### config.mk
export PLATFORM = sky130hd
export DESIGN_NAME = seg7_capture_flat
export DESIGN_NICKNAME = d
export VERILOG_FILES = /design/src/rtl/seg7_capture_if.sv /design/src/rtl/seg7_capture.sv /design/src/flat_wrapper.sv
export SDC_FILE = /design/constraint.sdc
export NUM_CORES = 1
export LEC_CHECK = 0
export BUFFER_PORTS_ARGS = -buffer_cell sky130_fd_sc_hd__clkbuf_2
export CAP_MARGIN = 40
export CORE_MARGIN = 4
export CORE_UTILIZATION = 30
export CTS_CLUSTER_DIAMETER = 120
export DETAILED_ROUTE_END_ITERATION = 6
export MAX_ROUTING_LAYER = met4
export REMOVE_ABC_BUFFERS = 1
export SYNTH_ARGS = -nofsm -noshare
export SYNTH_HDL_FRONTEND = slang
export SYNTH_SLANG_ARGS = --single-unit
export TNS_END_PERCENT = 1
### constraint.sdc
create_clock -name clk -period 3.3 [get_ports clk]
set_input_delay 0.99 -clock clk [delete_from_list [all_inputs] [get_ports clk]]
set_output_delay 0.99 -clock clk [all_outputs]
set_load 0.005 [all_outputs]
### src/rtl/seg7_capture_if.sv
// Bundles the snooped display bus and the decoded read-back outputs of
// seg7_capture.
//
// Ports:
//   seg_n   : active-low segments, [7]=a .. [1]=g, [0]=dp
//   sel_n   : active-low digit selects, one low bit selects one digit
//   bcd     : decoded digit d at [4d+3:4d], 4'hF means blank
//   dp      : decimal point per digit, active-high
//   valid   : digit holds a fresh legal decode
//   err     : last committed pattern for the digit was illegal
//   upd     : one-cycle pulse on every commit
//   upd_idx : digit index of the current commit
//
// Modports:
//   master : the display side (drives seg_n/sel_n, observes the decode)
//   slave  : the capture block
interface seg7_capture_if #(
  parameter int NDIG = 4
);
  logic [7:0]        seg_n;
  logic [NDIG-1:0]   sel_n;
  logic [4*NDIG-1:0] bcd;
  logic [NDIG-1:0]   dp;
  logic [NDIG-1:0]   valid;
  logic [NDIG-1:0]   err;
  logic              upd;
  logic [2:0]        upd_idx;

  modport master (
    output seg_n, sel_n,
    input  bcd, dp, valid, err, upd, upd_idx
  );

  modport slave (
    input  seg_n, sel_n,
    output bcd, dp, valid, err, upd, upd_idx
  );
endinterface

### src/rtl/seg7_capture.sv
// Reader side of a multiplexed 7-segment display. Samples the active-low
// segment bus and digit selects, waits for STABLE identical one-hot samples,
// then decodes the pattern into BCD/dp for the selected digit. Illegal
// patterns raise err, and digits not refreshed for TIMEOUT cycles lose valid.
//
// Ports:
//   clk   : rising-edge clock
//   rst_n : asynchronous active-low reset
//   bus   : seg7_capture_if.slave (seg_n/sel_n in, decoded outputs out)
module seg7_capture #(
  parameter int NDIG    = 4,
  parameter int STABLE  = 4,
  parameter int TIMEOUT = 1024
) (
  input  logic           clk,
  input  logic           rst_n,
  seg7_capture_if.slave  bus
);

  localparam int CW = $clog2(STABLE + 1);
  localparam int AW = $clog2(TIMEOUT + 1);

  typedef enum logic {
    IDLE,
    TRACK
  } state_t;

  state_t          state;
  logic [7:0]      seg_q;
  logic [NDIG-1:0] sel_q;
  logic [7:0]      cand_seg;
  logic [NDIG-1:0] cand_sel;
  logic [CW-1:0]   count;
  logic [AW-1:0]   age [NDIG];

  logic            onehot;
  logic            same;
  logic            commit;
  logic [2:0]      idx;
  logic            legal;
  logic [3:0]      code;

  // Maps the a..g pattern (0 = lit) to {legal, bcd}. Anything outside the
  // ten digits and the all-dark blank is illegal.
  function automatic logic [4:0] decode7(input logic [6:0] p);
    case (p)
      7'b0000001: return {1'b1, 4'd0};
      7'b1001111: return {1'b1, 4'd1};
      7'b0010010: return {1'b1, 4'd2};
      7'b0000110: return {1'b1, 4'd3};
      7'b1001100: return {1'b1, 4'd4};
      7'b0100100: return {1'b1, 4'd5};
      7'b0100000: return {1'b1, 4'd6};
      7'b0001111: return {1'b1, 4'd7};
      7'b0000000: return {1'b1, 4'd8};
      7'b0000100: return {1'b1, 4'd9};
      7'b1111111: return {1'b1, 4'hF};
      default:    return {1'b0, 4'h0};
    endcase
  endfunction

  // A sample only counts towards stability if exactly one select is low and
  // both select and segments (including dp) match the held candidate.
  assign onehot = $onehot(~sel_q);
  assign same   = (state == TRACK) && (sel_q == cand_sel) && (seg_q == cand_seg);
  assign commit = onehot && same && (count == CW'(STABLE - 1));
  assign {legal, code} = decode7(seg_q[7:1]);

  // Index of the single low select bit; only used when onehot is true.
  always_comb begin
    idx = '0;
    for (int d = 0; d < NDIG; d++) begin
      if (!sel_q[d]) idx = 3'(d);
    end
  end

  // Input registers, stability FSM, per-digit commit and aging. The count
  // saturates at STABLE so a held pattern commits once; a commit on a digit
  // takes priority over its timeout in the same cycle.
  always_ff @(posedge clk or negedge rst_n) begin
    if (!rst_n) begin
      state       <= IDLE;
      seg_q       <= '1;
      sel_q       <= '1;
      cand_seg    <= '0;
      cand_sel    <= '1;
      count       <= '0;
      bus.bcd     <= '0;
      bus.dp      <= '0;
      bus.valid   <= '0;
      bus.err     <= '0;
      bus.upd     <= 1'b0;
      bus.upd_idx <= '0;
      for (int d = 0; d < NDIG; d++) age[d] <= '0;
    end else begin
      seg_q   <= bus.seg_n;
      sel_q   <= bus.sel_n;
      bus.upd <= commit;
      if (commit) bus.upd_idx <= idx;

      if (!onehot) begin
        state <= IDLE;
        count <= '0;
      end else if (same) begin
        if (count != CW'(STABLE)) count <= count + 1'b1;
      end else begin
        state    <= TRACK;
        cand_sel <= sel_q;
        cand_seg <= seg_q;
        count    <= CW'(1);
      end

      for (int d = 0; d < NDIG; d++) begin
        if (commit && (idx == 3'(d)) && legal) begin
          bus.bcd[4*d +: 4] <= code;
          bus.dp[d]         <= ~seg_q[0];
          bus.valid[d]      <= 1'b1;
          bus.err[d]        <= 1'b0;
          age[d]            <= '0;
        end else begin
          if (age[d] != AW'(TIMEOUT)) age[d] <= age[d] + 1'b1;
          if (commit && (idx == 3'(d))) begin
            bus.err[d]   <= 1'b1;
            bus.valid[d] <= 1'b0;
          end else if (age[d] >= AW'(TIMEOUT - 1)) begin
            bus.valid[d] <= 1'b0;
          end
        end
      end
    end
  end

endmodule
### src/flat_wrapper.sv
// flat-port wrapper written by rule: the top's interface ports become plain ports
module seg7_capture_flat 
#(
  parameter int NDIG    = 4,
  parameter int STABLE  = 4,
  parameter int TIMEOUT = 1024
)
  (clk, rst_n, bus_seg_n, bus_sel_n, bus_bcd, bus_dp, bus_valid, bus_err, bus_upd, bus_upd_idx);
  seg7_capture_if #(.NDIG(NDIG)) bus_i ();
  input  logic clk;
  input  logic rst_n;
  input wire logic [$bits(bus_i.seg_n)-1:0] bus_seg_n;
  input wire logic [$bits(bus_i.sel_n)-1:0] bus_sel_n;
  output wire logic [$bits(bus_i.bcd)-1:0] bus_bcd;
  output wire logic [$bits(bus_i.dp)-1:0] bus_dp;
  output wire logic [$bits(bus_i.valid)-1:0] bus_valid;
  output wire logic [$bits(bus_i.err)-1:0] bus_err;
  output wire logic [$bits(bus_i.upd)-1:0] bus_upd;
  output wire logic [$bits(bus_i.upd_idx)-1:0] bus_upd_idx;
  assign bus_i.seg_n = bus_seg_n;
  assign bus_i.sel_n = bus_sel_n;
  assign bus_bcd = bus_i.bcd;
  assign bus_dp = bus_i.dp;
  assign bus_valid = bus_i.valid;
  assign bus_err = bus_i.err;
  assign bus_upd = bus_i.upd;
  assign bus_upd_idx = bus_i.upd_idx;
  seg7_capture #(.NDIG(NDIG), .STABLE(STABLE), .TIMEOUT(TIMEOUT)) u_core (.clk(clk), .rst_n(rst_n), .bus(bus_i));
endmodule
==> flow_summary.ini, run 1 <==
[synthesis]
yosysTopAreaCell = dfrtp_1
synthTopCellsByArea = dfrtp_1, dfstp_2, mux2_2, xnor2_1, nor2_1
synth_cell_type_count = 48
synthFlopType = dfrtp_1
syn_area_um2 = 4990
syn_area_per_cell_um2 = 11.1
synth_cells = 451
synth_warnings = 0
seq_area_frac_synth = 0.521
synth_seq_cells = 103
synthDominantCellAreaShare = 0.437
async_flop_share = 1.00
synth_edf_count = 0

[timing]
skew_ns = 0.00807
rsz0062_at_grt = yes
finalCritPeriodShare = 0.991
period_needed_ns = 3.27
maxSlewViolCount = 0
setup-violations-final = 0
hold_viol_final = 0
worstMarginPinSlew_ns = 0.785
fmaxAchievable_mhz = 306
slew_headroom = 0.476

[clock_tree]
cts_setup_buffers = 0
cts.clk_slew.worst_paths_ns = 0.06
cts_buffers = 9
cts-root-buf = clkbuf_16
h-tree-depth = 3
cts_tree = done
cts.sinks = 103
clk_path_buf_depth = 2
worstSkewPairLatency_ns = 0.34

[worst_setup_path]
cp_max_fo = 13
startpoint_type = flip-flop
cp.required_ns = 3.52
crit_start = u_core.sel_q[1]
end_kind = flip-flop
crit_type = reg2reg
critical_path.reg2reg.startpoint = u_core.sel_q[1]
cp.arrival_ns = 3.49

[final_layout]
fin_nets = 540
layout_commonest_cell = dfrtp_1
drive_gt1_frac = 0.251
fin_area_um2 = 5820
diodes = 0
fillers = 1593
syn2layout_area_growth_pct = 16.6
ff_latch_area_um2 = 2600
final_core_util = 0.362
multi_input_area_um2 = 2210
layout_common_cells = dfrtp_1, nor2_1, clkbuf_2

[route]
drc = 0
drtIter0Drc = 176
num_vias = 3383
routed_via_density = 4.63
wire_per_inst_um = 14.1
ant_nets = 0
routed_wl_um = 10300
drt_pass1_iterations = 4

[floorplanning]
row_count = 46
die_area_um2 = 18800
core_um2 = 16100
start_util = 0.311
fp.dieW_um = 137
io-pin-count = 46
dieHeight_um = 137

[run_status]
status = completed

[global_route]
grt_pass1_vias = 3466
top_usage_layer = met2
grt_use_met3 = 0.0316
grt_max_degree = 50
grt-ovfl-total = 0
antenna_found_initial = 0
grtUsageMet2 = 0.198
groute.usage.overall = 0.122
grt_pass1_wl_um = 17600
met1_usage = 0.154

[placement]
placed_cell_area_um2 = 5540
dp_hpwl_um = 7720
place.gp.congestion = 0.787
portBuffers = 44

[run]
drv_cap = 0

[power]
ir_drop_v = 0.000257
power_per_cell_area_nw_per_um2 = 463
leakage_nw = 2.59

[worst_hold_path]
worstHoldStart = u_core.bus.bcd[6]
hp-class = reg2reg
-- Yosys cell counts, types with 2 or more instances --
library cell / number
or2_2: 3
nor3_1: 3
and2_1: 3
ha_1: 16
o21bai_1: 3
mux2i_1: 4
o31ai_1: 7
nor2b_1: 2
and3_1: 13
inv_1: 24
buf_4: 4
a21oi_1: 12
o21ai_0: 7
dfrtp_1: 87
nand4b_1: 3
a21oi_2: 2
buf_2: 4
nand2_1: 24
nand3_1: 15
xor2_1: 19
a211o_1: 2
nor4b_1: 2
or3_1: 3
or4_1: 2
xnor2_1: 34
nor2_1: 58
nor4_1: 8
a211oi_4: 4
nand4_1: 13
nand2b_1: 4
buf_6: 2
clkbuf_1: 5
dfstp_2: 16
mux2_2: 28
and4_1: 2
-- metrics by stage --
| step | setup WS [ns] | TNS (ns) | instances | power (mW) | hold slack (ns) |
|---|---|---|---|---|---|
| final | 0.0288 | 0 | 730 | 2.69 | 0.501 |
| after detailed placement | -0.0410 | -0.226 | 714 | 1.76 | 0.496 |
| after CTS | -0.000700 | -0.000700 | 730 | 2.73 | 0.510 |
| after global routing | -0.0840 | -0.878 | 730 | 2.83 | 0.528 |
| after floorplan | -0.539 | -20.24 | 436 | 1.65 | 0.473 |
| after global placement | 0.0261 | 0 | 714 | 1.74 | 0.479 |
-- state kept, by name, indices dropped and copies added, names as in the netlist --
name / count
u_core.count: 3
u_core.seg_q: 8
u_core.bus.upd_idx: 2
u_core.bus.err: 4
u_core.sel_q: 4
u_core.bus.bcd: 16
u_core.age: 44
u_core.cand_seg: 8
u_core.bus.dp: 4
u_core.bus.upd: 1
u_core.bus.valid: 4
u_core.state: 1
u_core.cand_sel: 4
-- area by class of cell --
class                           count  area share
Clock buffer                       14      0.0437
Clock inverter                      2     0.00172
Inverter                           24      0.0155
Multi-Input combinational cell    309       0.380
Sequential cell                   103       0.447
Tap cell                          216      0.0465
Timing Repair Buffer               62      0.0663
-- what timing repair did --
action,in CTS,in global routing
resized for setup,4,0
gates cloned,0,0
pin swaps,3,0
hold buffers,0,0
endpoints found under the setup margin,13,17
-- critical path, stage by stage (launching register included) --
cell,delay [ns]
dfstp_2,0.53
inv_1,0.05
ha_1,0.28
ha_1,0.21
fa_1,0.48
nor3b_4,0.22
nand4_1,0.10
or4_1,0.42
buf_6,0.18
a211oi_4,0.29
mux2_2,0.38
-- kinds of logic (layout without fill, tap and decap cells) --
logic type               Yosys count  in the layout  synth area share
flip-flops                       103            103             0.521
AND/OR/NAND/NOR                  161            161             0.164
XOR/XNOR                          53             53            0.0931
other                              1              1          0.000752
adder cells (fa/ha/maj)           17             17            0.0442
multiplexers                      32             32            0.0712
AO/OA/AOI/OAI                     45             45            0.0700
buffers and inverters             39            102            0.0364
-- layer usage --
layer,vias up,routed length [um]
li1,1650,-
met1,1658,4680
met2,64,5070
met3,11,419
met4,0,107
met5,-,0
-- where the power goes --
part	switching, mW	leakage [nW]	internal (mW)	total, mW
clock	0.435	0.131	0.531	0.966
combinational	0.140	1.16	0.156	0.296
sequential	0.0651	1.31	1.37	1.43
-- worst paths after layout --
check                      slack, ns  cells past startpoint                  to
max                             0.03                     10   u_core.bus.bcd[9]
min                             0.50                      2   u_core.bus.bcd[6]
max reg2reg                     0.03                     10   u_core.bus.bcd[9]
min reg2reg                     0.50                      2   u_core.bus.bcd[6]
max in group asynchronous       1.98                      2     u_core.seg_q[0]
min in group asynchronous       0.62                      1  u_core.cand_seg[4]
Note: power is estimated with default switching activity, not from simulation.
==> run 2: changes to the inputs <==
Settings changed: REMOVE_ABC_BUFFERS 1 to not set.
Clock period 3.3 ns to 4 ns, I/O delays scaled along.
==> flow_summary.ini, run 2 (same netlist as run 1, synthesis figures left out) <==
[run_status]
status = completed

[clock_tree]
cts.clk_slew.worst_paths_ns = 0.07
ctsResizeCount = 0
hold_buffers = 0
cts_setup_buffers = 0
cts-root-buf = clkbuf_16
cts_buffers = 9
worstSkewPairLatency_ns = 0.35
cts_tree = done
h-tree-depth = 3
cts.sinks = 103
clk_path_buf_depth = 2

[floorplanning]
start_util = 0.311
row_count = 46
core_um2 = 16100
fp.dieW_um = 137
die_area_um2 = 18800
io-pin-count = 46
dieHeight_um = 137

[power]
sequentialPowerShare = 0.513
leakage_nw = 2.55
netSwitchingFraction = 0.246
p_clk_frac = 0.384
p_int_mw = 1.74
power_per_cell_area_nw_per_um2 = 400
combPwrFrac = 0.103
ir_drop_v = 0.000190
netSwitchingPower_uw = 567

[worst_setup_path]
cp.depth = 10
r2r_cells = 10
crit_type = reg2reg
worst_path_most_repeated_cell = ha_1
slowest_delay_ns = 0.57
cp.arrival_ns = 3.73
critPathSlowestCell = dfstp_2
startpoint_type = flip-flop
crit_chain = inv_1, ha_1, ha_1, fa_1, nor3b_4, nand4_1, or4_1, buf_4, a211oi_4, mux2_2
path_delay_family = adder cells
cp_num_buf_inv = 2
cp_max_fo = 18
cp.required_ns = 4.24
end_kind = flip-flop

[worst_hold_path]
hp-class = reg2reg
holdPathStages = 2

[global_route]
groute.usage.overall = 0.124
grt_pass1_vias = 3396
grt-ovfl-total = 0
grt_max_degree = 63
grt_pass1_wl_um = 17600
antenna_found_initial = 0

[route]
num_vias = 3365
drt_pass1_iterations = 4
ant_nets = 0
wire_per_inst_um = 14.4
routed_via_density = 4.67
drc = 0
drtIter0Drc = 234
routed_wl_um = 10300

[final_layout]
largestRegisters = u_core.age: 44 flops, u_core.bus.bcd: 16 flops
largest_register = u_core.age
diodes = 0
drive_gt1_frac = 0.244
fillers = 1606
syn2layout_area_growth_pct = 15.5
layout_common_cells = dfrtp_1, nor2_1, clkbuf_2
layout_commonest_cell = dfrtp_1
largest_reg_flops = 44
fin_nets = 530

[timing]
fmaxAchievable_mhz = 287
slew_headroom = 0.464
period_needed_ns = 3.49
setup-violations-final = 0
worstMarginPinSlew_ns = 0.802
hold_viol_final = 0
finalCritPeriodShare = 0.872
fin_ws_ns = 0.512
rsz0062_at_grt = no
skew_ns = 0.00851
setup_tns_ns = 0
maxSlewViolCount = 0

[synthesis]
synth_fp_nets = 482

[placement]
dp_slack_ns = 0.483
place.gp.congestion = 0.823
portBuffers = 44
dp_hpwl_um = 7610

[run]
drv_cap = 0
run 2: changes by cell type in the layout (fill, tap and decap cells not counted), sizes merged:
cell      delta
bufinv       +1
inv          +1
clkinvlp     +2
clkbuf       -5
clkinv       +1
buf         -10
run 2: final cells by class:
class / count / area (um^2) / share of cell area
multi-input cells: 309 / 2210 / 0.383
clock buffers: 9 / 225 / 0.0391
clock inverters: 7 / 72.6 / 0.0126
inverters: 24 / 90.1 / 0.0156
repair buffers: 52 / 295 / 0.0513
flip-flops and latches: 103 / 2600 / 0.451
well taps: 216 / 270 / 0.0469
run 2: power groups by stage:
stage / logic (mW) / clock network (mW) / registers, mW
CTS: 0.242 / 0.917 / 1.18
finish: 0.238 / 0.884 / 1.18
global placement: 0.235 / 0 / 1.20
global route: 0.268 / 0.960 / 1.19
floorplan: 0.186 / 0 / 1.18
detailed placement: 0.240 / 0 / 1.20
run 2: worst paths after layout:
check,from,end,slack [ns]
max,u_core.sel_q[2],u_core.bus.bcd[4],0.51
min,u_core.bus.upd_idx[1],u_core.bus.upd_idx[1],0.48
max reg2reg,u_core.sel_q[2],u_core.bus.bcd[4],0.51
min reg2reg,u_core.bus.upd_idx[1],u_core.bus.upd_idx[1],0.48
max in group asynchronous,rst_n,u_core.seg_q[4],2.39
min in group asynchronous,rst_n,u_core.age[4],0.84
run 2: worst register-to-register path, stage by stage (launching register included):
cell and delay [ns]:
dfstp_2 0.57, inv_1 0.08, ha_1 0.30, ha_1 0.19, fa_1 0.48, nor3b_4 0.23, nand4_1 0.11, or4_1 0.40
buf_4 0.23, a211oi_4 0.40, mux2_2 0.39
run 2: metrics by stage:
stage	util	total power [mW]	instances	instance area [um^2]	hold slack [ns]
2_1_floorplan	-	1.37	451	4990	0.473
3_3_place_gp	0.340	1.43	704	5460	0.478
3_5_place_dp	0.340	1.44	704	5460	0.474
4_1_cts	0.359	2.34	720	5760	0.490
5_1_grt	0.359	2.42	720	5760	0.530
6_report	0.359	2.30	720	5760	0.483
run 2: layer usage:
metal	track usage	vias to the layer above	part of all wire
li1	-	1636	-
met1	0.158	1658	0.46
met2	0.194	63	0.49
met3	0.0397	8	0.038
met4	0.0310	0	0.010
met5	-	-	0
==> run 3: changes to the inputs <==
Settings changed: CAP_MARGIN 40 to 20, CTS_BUF_LIST set to sky130_fd_sc_hd__clkbuf_4 sky130_fd_sc_hd__clkbuf_8.
==> flow_summary.ini, run 3 (same netlist as run 1, synthesis figures left out) <==
[route]
drt_pass1_iterations = 4
ant_nets = 0
num_vias = 3339
drtIter0Drc = 242
routed_wl_um = 10300
wire_per_inst_um = 14.3
routed_via_density = 4.64
drc = 0

[final_layout]
largest_reg_flops = 44
fin_nets = 530
drive_gt1_frac = 0.244
layout_common_cells = dfrtp_1, nor2_1, clkbuf_2
largest_register = u_core.age
largestRegisters = u_core.age: 44 flops, u_core.bus.bcd: 16 flops
fillers = 1610
diodes = 0
layout_commonest_cell = dfrtp_1
syn2layout_area_growth_pct = 13.4
finalNonFillerCells = 720

[worst_setup_path]
startpoint_type = flip-flop
cp.arrival_ns = 3.78
crit_type = reg2reg
cp.required_ns = 4.28
end_kind = flip-flop
cp_max_fo = 18

[floorplanning]
start_util = 0.311
fp.dieW_um = 137
row_count = 46
core_um2 = 16100
io-pin-count = 46
die_area_um2 = 18800
dieHeight_um = 137

[timing]
setup-violations-final = 0
worstMarginPinSlew_ns = 0.808
slew_headroom = 0.462
fmaxAchievable_mhz = 286
period_needed_ns = 3.50
hold_viol_final = 0
maxSlewViolCount = 0
setup_tns_ns = 0
rsz0062_at_grt = no
skew_ns = 0.0119
finalCritPeriodShare = 0.875

[clock_tree]
ctsResizeCount = 0
worstSkewPairLatency_ns = 0.38
hold_buffers = 0
cts-root-buf = clkbuf_8
cts.sinks = 103
cts_setup_buffers = 0
clk_path_buf_depth = 2
cts_tree = done
cts.clk_slew.worst_paths_ns = 0.10
cts_buffers = 9
h-tree-depth = 3

[placement]
portBuffers = 44
dp.cells = 704
dp_hpwl_um = 7610
place.gp.congestion = 0.823

[run_status]
status = completed

[power]
finalPower_mw = 2.08
power_per_cell_area_nw_per_um2 = 367
ir_drop_v = 0.000165
leakage_nw = 2.50

[global_route]
grt_use_met3 = 0.0309
grt_pass1_vias = 3403
top_usage_layer = met2
groute.usage.overall = 0.124
grtUsageMet2 = 0.193
antenna_found_initial = 0
met1_usage = 0.159
grt_max_degree = 63
grt_pass1_wl_um = 17600
grt-ovfl-total = 0

[run]
drv_cap = 0

[worst_hold_path]
hp-class = reg2reg

[synthesis]
synth_fp_nets = 482
run 3: final cells by class:
cell class              count  area, um^2  area share
well taps                 216         270      0.0478
flip-flops and latches    103        2600       0.459
clock buffers               9         124      0.0219
clock inverters             7        72.6      0.0128
multi-input cells         309        2210       0.390
repair buffers             52         295      0.0522
inverters                  24        90.1      0.0159
run 3: per-layer routing:
| metal | vias up | wire length, um |
|---|---|---|
| li1 | 1629 | - |
| met1 | 1644 | 4720 |
| met4 | 0 | 119 |
| met5 | - | 0 |
| met3 | 8 | 383 |
| met2 | 58 | 5070 |
run 3: path summary, 6_finish.rpt:
kind                                            start               endpoint  slack [ns]  cells after the start
worst max-delay path                  u_core.sel_q[2]      u_core.bus.bcd[4]        0.50                     10
worst min-delay path            u_core.bus.upd_idx[1]  u_core.bus.upd_idx[1]        0.49                      2
worst max register to register        u_core.sel_q[2]      u_core.bus.bcd[4]        0.50                     10
worst min register to register  u_core.bus.upd_idx[1]  u_core.bus.upd_idx[1]        0.49                      2
max in group asynchronous                       rst_n        u_core.seg_q[4]        2.43                      2
min in group asynchronous                       rst_n          u_core.age[4]        0.80                      1
run 3: through the flow:
step | hold slack [ns] | instance area, um^2 | setup slack, ns | utilization
4_1_cts | 0.496 | 5660 | 0.461 | 0.352
2_1_floorplan | 0.473 | 4990 | 0.584 | -
6_report | 0.490 | 5660 | 0.501 | 0.352
3_3_place_gp | 0.478 | 5460 | 0.562 | 0.340
5_1_grt | 0.537 | 5660 | 0.315 | 0.352
3_5_place_dp | 0.474 | 5460 | 0.483 | 0.340
run 3: power by group:
group	internal, mW	switching, mW
sequential	1.13	0.0545
combinational	0.123	0.115
clock	0.290	0.370
run 3: critical path, stage by stage, from the launching register on:
cell,delay (ns)
dfstp_2,0.58
inv_1,0.08
ha_1,0.30
ha_1,0.19
fa_1,0.48
nor3b_4,0.23
nand4_1,0.11
or4_1,0.40
buf_4,0.23
a211oi_4,0.40
mux2_2,0.39
